==> src/rtl/s_ram_arbiter.sv <==
// Round-robin, ownership-locked arbiter sharing the single-port RC4 s_RAM between
// the init, swap and decrypt sub-FSMs, with per-requester tagging of read data.
module s_ram_arbiter #(
  parameter int NREQ   = 3,
  parameter int AW     = 8,
  parameter int DW     = 8,
  parameter int RD_LAT = 1
) (
  input  logic              clock,
  input  logic              reset_n,
  input  logic [NREQ-1:0]   req,
  input  logic [NREQ*AW-1:0] req_addr,
  input  logic [NREQ*DW-1:0] req_data,
  input  logic [NREQ-1:0]   req_wren,
  output logic [NREQ-1:0]   gnt,
  output logic [AW-1:0]     ram_address,
  output logic [DW-1:0]     ram_data,
  output logic              ram_wren,
  input  logic [DW-1:0]     ram_q,
  output logic [DW-1:0]     rd_data,
  output logic [NREQ-1:0]   rd_valid,
  output logic              busy,
  output logic              violation
);

  localparam int PW = $clog2(NREQ);
  localparam int CW = (RD_LAT > 1) ? $clog2(RD_LAT) : 1;

  typedef enum logic [1:0] {IDLE, GRANTED, DRAIN} state_t;

  state_t          state, state_nxt;
  logic [PW-1:0]   owner, owner_nxt;
  logic [CW-1:0]   drain_cnt, drain_cnt_nxt;
  logic [NREQ-1:0] rd_tag_p [RD_LAT];
  logic [AW-1:0]   addr_hold;
  logic [DW-1:0]   data_hold;
  logic [AW-1:0]   own_addr;
  logic [DW-1:0]   own_data;
  logic            own_req, own_wren, rd_issue, granted, found;
  logic [PW-1:0]   winner;

  // First requesting index after 'last', wrapping modulo NREQ; MSB flags a hit.
  function automatic logic [PW:0] rr_pick(input logic [NREQ-1:0] r, input logic [PW-1:0] last);
    logic [PW:0] res;
    int          idx;
    res = '0;
    for (int k = NREQ; k >= 1; k--) begin
      idx = (int'(last) + k) % NREQ;
      if (r[idx]) res = {1'b1, idx[PW-1:0]};
    end
    return res;
  endfunction

  assign {found, winner} = rr_pick(req, owner);
  assign granted  = (state == GRANTED);
  assign own_req  = req[owner];
  assign own_wren = req_wren[owner];
  assign own_addr = req_addr[owner*AW +: AW];
  assign own_data = req_data[owner*DW +: DW];
  assign rd_issue = granted & own_req & ~own_wren;

  assign ram_wren    = granted & own_req & own_wren;
  assign ram_address = granted ? own_addr : addr_hold;
  assign ram_data    = granted ? own_data : data_hold;
  assign rd_data     = ram_q;
  assign rd_valid    = rd_tag_p[RD_LAT-1];
  assign busy        = (state != IDLE);

  // 'owner' doubles as the round-robin pointer once ownership is released.
  always_comb begin
    state_nxt     = state;
    owner_nxt     = owner;
    drain_cnt_nxt = drain_cnt;
    case (state)
      IDLE: begin
        if (found) begin
          state_nxt = GRANTED;
          owner_nxt = winner;
        end
      end
      GRANTED: begin
        if (!own_req) begin
          state_nxt     = DRAIN;
          drain_cnt_nxt = CW'(RD_LAT - 1);
        end
      end
      DRAIN: begin
        if (drain_cnt != '0) begin
          drain_cnt_nxt = drain_cnt - CW'(1);
        end else if (found) begin
          state_nxt = GRANTED;
          owner_nxt = winner;
        end else begin
          state_nxt = IDLE;
        end
      end
      default: state_nxt = IDLE;
    endcase
  end

  always_ff @(posedge clock or negedge reset_n) begin
    if (!reset_n) begin
      state     <= IDLE;
      owner     <= PW'(NREQ - 1);
      drain_cnt <= '0;
      gnt       <= '0;
      violation <= 1'b0;
    end else begin
      state     <= state_nxt;
      owner     <= owner_nxt;
      drain_cnt <= drain_cnt_nxt;
      gnt       <= (state_nxt == GRANTED) ? (NREQ'(1) << owner_nxt) : '0;
      violation <= violation | (|(req_wren & ~gnt));
    end
  end

  // Read-tag pipeline: advances every clock so reads finish during DRAIN.
  always_ff @(posedge clock or negedge reset_n) begin
    if (!reset_n) begin
      for (int i = 0; i < RD_LAT; i++) rd_tag_p[i] <= '0;
    end else begin
      rd_tag_p[0] <= rd_issue ? (NREQ'(1) << owner) : '0;
      for (int i = 1; i < RD_LAT; i++) rd_tag_p[i] <= rd_tag_p[i-1];
    end
  end

  always_ff @(posedge clock) begin
    if (granted) begin
      addr_hold <= own_addr;
      data_hold <= own_data;
    end
  end

endmodule

==> config.mk <==
export PLATFORM = sky130hd
export DESIGN_NAME = s_ram_arbiter
export DESIGN_NICKNAME = d
export VERILOG_FILES = /design/src/rtl/s_ram_arbiter.sv
export SDC_FILE = /design/constraint.sdc
export NUM_CORES = 1
export LEC_CHECK = 0
export ABC_AREA = 1
export CAP_MARGIN = 20
export CELL_PAD_IN_SITES_DETAIL_PLACEMENT = 1
export CELL_PAD_IN_SITES_GLOBAL_PLACEMENT = 1
export CORE_ASPECT_RATIO = 0.5
export CORE_UTILIZATION = 23
export CTS_BUF_LIST = sky130_fd_sc_hd__clkbuf_8
export DETAILED_ROUTE_END_ITERATION = 16
export GPL_TIMING_DRIVEN = 0
export PLACE_DENSITY_LB_ADDON = 0.1
export REMOVE_ABC_BUFFERS = 1
export SLEW_MARGIN = 25
export SYNTH_ARGS = -nofsm -noshare
export SYNTH_HDL_FRONTEND = slang
export SYNTH_SLANG_ARGS = --single-unit
export TNS_END_PERCENT = 30
==> constraint.sdc <==
create_clock -name clock -period 2.2 [get_ports clock]
set_clock_uncertainty 0.2 [all_clocks]
set_input_delay 0.44 -clock clock [delete_from_list [all_inputs] [get_ports clock]]
set_output_delay 0.44 -clock clock [all_outputs]
set_load 0.01 [all_outputs]
==> After elaboration in Yosys (flattened, before gate mapping) <==
Cells that the tools add are included.
{ "op_classes": {"n_addsub": 4, "n_div": 3, "magnitude_cmp": 4, "eq_ne": 4, "shifts": 4, "mux": 31, "n_bitwise": 7, "n_reduce_logical": 5} }
{ "ops": {"columns": ["cell", "n"], "rows": [
  ["< comparator 32 x 4 -> 1 bit (second input constant)", 3],
  ["modulo 32 x 3 -> 32 bit (second input constant)", 3],
  ["indexed part select 24 x 6 -> 8 bit", 2],
  ["2-to-1 mux 8 bit", 2],
  ["2-to-1 mux 3 bit", 5],
  ["2-to-1 mux 1 bit", 11],
  ["binary-select mux 1 bit (select 2 bit)", 5],
  ["2-to-1 mux 2 bit", 5],
  ["adder 2 x 2 -> 3 bit (second input constant)", 2],
  ["one-hot mux 2 bit (3 select lines)", 1],
  ["<< shifter 1 x 2 -> 3 bit (first input constant)", 2],
  ["== test 2 x 1 -> 1 bit (second input constant)", 2],
  ["one-hot mux 2 bit (2 select lines)", 1],
  ["nonzero test 2 bit", 2],
  ["adder 2 x 1 -> 3 bit (second input constant)", 1],
  ["AND 1 bit", 3],
  ["AND 3 bit", 1],
  ["< comparator 2 x 3 -> 1 bit (second input constant)", 1],
  ["inverter 3 bit", 1],
  ["OR reduction 3 bit", 1],
  ["== test 2 bit (second input constant)", 1],
  ["logical NOT 2 bit", 1],
  ["!= test 2 bit (second input constant)", 1],
  ["one-hot mux 1 bit (2 select lines)", 1],
  ["other kinds (4)", 4]
]} }
{ "word_totals": {"regBits": 28, "output_inout_bits": 33, "word_cells": 70} }

==> Logic depth before layout (Yosys ltp) <==
{ "depth": {"depth_word": 13, "depth_mapped": 15, "ltp_nobuf": 12} }

==> Worst setup path after synthesis <==
OpenSTA, ideal clock, no wires.
{ "synth_path": {"path_type": "reg-to-reg", "startpoint": "reg owner[0]", "endpoint": "reg gnt[2]", "setup_time_ps": 119, "arrival_ps": 2044, "required_time_ps": 1881, "path_slack_ps": -163, "stages_incl_launch_ff": 13, "path_buffers": 3, "synth_period_minus_slack_ps": 2363, "cell_sequence": "dfrtp_1 -> inv_1 -> buf_2 -> clkbuf_1 -> ha_1 -> buf_6 -> nand3_1 -> inv_2 -> a21oi_2 -> nand3_2 -> nand2_4 -> nand2_2 -> and2_1"} }
{ "synth_between": {"elab_chain_cells": 13, "word_cells_on_any_way": 31} }
{ "synth_rtl": {"columns": ["item", "line_no", "rtl"], "rows": [
  ["from (decl)", "32", "logic [PW-1:0] owner, owner_nxt;"],
  ["from (signal assigned)", "104", "owner <= PW'(NREQ - 1);"],
  ["from (signal assigned)", "110", "owner <= owner_nxt;"],
  ["adder 2 x 2 -> 3 bit", "48", "idx = (int'(last) + k) % NREQ;"],
  ["modulo 32 x 3 -> 32 bit", "48", null],
  ["binary-select mux 1 bit (select 2 bit)", "49", "if (r[idx]) res = {1'b1, idx[PW-1:0]};"],
  ["2-to-1 mux 1 bit (implied by the code) (2 in a row)", "49", null],
  ["2-to-1 mux 3 bit (3 in a row)", "49", null],
  ["2-to-1 mux 1 bit", "90", "end else if (found) begin"],
  ["2-to-1 mux 2 bit", "88", "if (drain_cnt != '0) begin"],
  ["one-hot mux 2 bit (3 select lines) (*)", "74", "case (state)"],
  ["net state_nxt[0]", "31", "state_t state, state_nxt;"],
  ["== test 2 x 1 -> 1 bit (*)", "112", "gnt <= (state_nxt == GRANTED) ? (NREQ'(1) << owner_nxt) : '0;"],
  ["2-to-1 mux 3 bit (*)", "112", null],
  ["to (signal assigned)", "112", null],
  ["to (decl)", "15", "output logic [NREQ-1:0] gnt,"]
]} }
The timed path passes the listed nets; every way through them passes the cells marked *. The select of a mux whose other input is x is not followed.
A chain may end at the register's enable or synchronous reset.

==> Worst setup path after layout <==
{ "layout_path": {"startpoint": "reg owner[1]", "endpoint": "reg gnt[2]"} }
Same word-level chain as after synthesis.

==> out/qor.yml <==
hold_violations: 0
clock_path_buffers: 2
worst_pin_slew_ns: 0.559
die_y_um: 61.6
clock_latency_ns: 0.27
final_common_cell: "clkdlybuf4s50_1"
grt-ovfl-total: 0
synth.distinct_cells: 31
leakage_nw: 1.35
cts-root-buf: "clkbuf_8"
status: "finished with violations"
grt_pass1_vias: 2018
seq_area_um2: 606
cts_buffers: 3
placementRows: 21
fillers: 805
grt_usage_pct: 18.5
insertedDiodeCount: 0
multi_input_area_um2: 1190
gp_congestion: 0.804
ant_nets: 0
fin_crit_ns: 2.35
nets: 405
crit_type: "flop to flop"
fin_ws_ns: -0.146
path_max_fanout: 5
grt_first_pass_wirelength_um: 10400
preCtsSetupSlack_ns: -1.66
clock_sinks: 27
final_cell_mix: "62 x clkdlybuf4s50_1, 55 x nor2_1, 24 x buf_4, 23 x nand2_1, 16 x dfxtp_1"
ys_seq_area_share_pct: 36.5
max_freq_mhz: 426
worstSetupEndpointType: "flop"
area_growth_pct: 95.3
tritoncts: "done"
slew_viol_final: 0
fp.dieW_um: 121
crit_path_start_kind: "flop"
cp_data_arrival_time_ns: 2.32
synthTopCellsByArea: "dfxtp_1 20%, dfrtp_1 15%, nor2_1 13%, nand2_1 9.2%, a31oi_1 6.1%"
hold_slack_ns: 0.291
grt_max_degree: 18
antenna_found_initial: 0
portBuffers: 80
h-tree-depth: 1
cap_violations: 0
hold_path_class: "flop to flop"
cp.required_ns: 2.17
start_util_pct: 24.1
synth.largest_area_cell: "dfxtp_1"
coreArea_um2: 6780
maxSlewHeadroom_pct: 62.6
hpwlAfterDp_um: 3860
via_per_inst: 4.55
num_io_pins: 97
synth_area_um2: 1640
synth.avg_cell_area_um2: 7.02
max-vdd-ir-drop_uv: 501
die_area_um2: 7480
routed_wl_um: 6990
drt_iter0_markers: 31
num_vias: 1942
rsz0062_at_grt: "yes"
fin_crit_sh_pct: 107
drive_above_1_share_pct: 37.6
clk_pin_slew_worst_paths_ns: 0.09
violations: "setup timing"
hold_buffers: 0
synth_top_area_share_pct: 19.6
first_pass_iters: 4
syn_inst: 233
drc_errors: 0
ys_ff_latch: 27
setup_viol: 23
power_density_nw_per_um2: 1450
yosys_warnings: 0
post_drt_wl_per_cell_um: 16.4
-- report_power, final --
group          total [mW]  leakage (nW)  switching [mW]  internal [mW]
Clock               0.278        0.0269           0.153          0.125
Combinational        3.53          1.05            1.84           1.69
Sequential          0.836         0.270           0.104          0.732
-- sequential cells by signal (all words and copies together), names as in the netlist --
name	flops
gnt	3
violation	1
owner	2
state	2
addr_hold	8
data_hold	8
rd_valid	3
-- cell usage after synthesis --
master    instances
a21boi_1          1
o21ai_0          18
clkbuf_1          3
dfstp_2           1
a31oi_1          16
inv_1            15
ha_1              5
dfxtp_1          16
a21oi_2           2
and2_1            1
o221ai_1          1
nor2_2            1
dfrtp_1          10
o211ai_1          1
buf_4             9
or2_2             1
inv_4             1
nand4_1           1
nand3_1           7
nand2_4           3
inv_2             4
nand2_1          40
nand2_2           4
nor3_1            1
nor2_1           55
buf_2             6
nand3_2           4
o21ai_1           2
nand3b_1          1
buf_6             1
a21oi_1           2
-- stage by stage --
step	power, mW	TNS, ns	area, um^2	std cells	utilization (%)
CTS	4.07	-2.42	2920	424	43.1
global route	4.97	-4.17	3200	427	47.2
floorplan	2.04	-4.10	1520	214	-
finish	4.64	-2.22	3200	427	47.2
global placement	3.00	-48.59	2430	386	35.9
detailed placement	3.06	-47.69	2440	386	36.0
-- what timing repair did --
item                                    4_1_cts  5_1_grt
cloned                                        3        0
pin swaps                                    21       14
gates resized for setup                     122       52
endpoints found under the setup margin       43       24
buffers inserted                             31        3
endpoints found under the hold margin         0        0
-- critical path: stages, from the launching register on --
cell and delay (ns):
dfstp_4 0.67, buf_12 0.12, clkinvlp_4 0.13, ha_4 0.34, inv_4 0.05, nand2_2 0.05, nand2_2 0.06, a21oi_4 0.14
nand3_4 0.12, nand2_4 0.13, nand2_4 0.06, and2_1 0.15
-- worst paths after layout --
path                                       from               endpoint  slack (ns)  depth (start not counted)
max                          owner[1]$_DFF_PN1_       gnt[2]$_DFF_PN0_       -0.15                         11
min                        addr_hold[7]$_DFF_P_   addr_hold[7]$_DFF_P_        0.29                          2
max reg2reg                  owner[1]$_DFF_PN1_       gnt[2]$_DFF_PN0_       -0.15                         11
min reg2reg                addr_hold[7]$_DFF_P_   addr_hold[7]$_DFF_P_        0.29                          2
max in group asynchronous               reset_n     owner[0]$_DFF_PN0_        1.06                          1
min in group asynchronous               reset_n  rd_valid[0]$_DFF_PN0_        0.32                          1
-- logic make-up after synthesis --
kind of cell	Yosys count	share of synthesized area [%]
and+or+nand+nor	119	32.3
AOI/OAI and AO/OA	43	15.4
buffers and inverters	39	12.1
DFF	27	36.5
adders and majority gates	5	3.82
-- layout make-up --
type | count | share of cell area (%)
clock buffers | 3 | 1.29
clock inverters | 1 | 0.117
inverters | 20 | 2.90
multi-input cells | 168 | 37.2
flip-flops and latches | 27 | 18.9
well taps | 92 | 3.60
repair buffers | 115 | 35.7
repair inverters | 1 | 0.235
-- routing by layer --
| layer | part of all wire, % | wire length (um) | track usage, % | vias to the layer above |
|---|---|---|---|---|
| met3 | 3.4 | 235 | 3.43 | 2 |
| met4 | 0.27 | 19 | 1.59 | 0 |
| li1 | - | - | - | 950 |
| met1 | 46 | 3220 | 23.9 | 951 |
| met5 | 0 | 0 | 0 | - |
| met2 | 50 | 3520 | 33.9 | 39 |
Power figures use the tool's default switching activity.
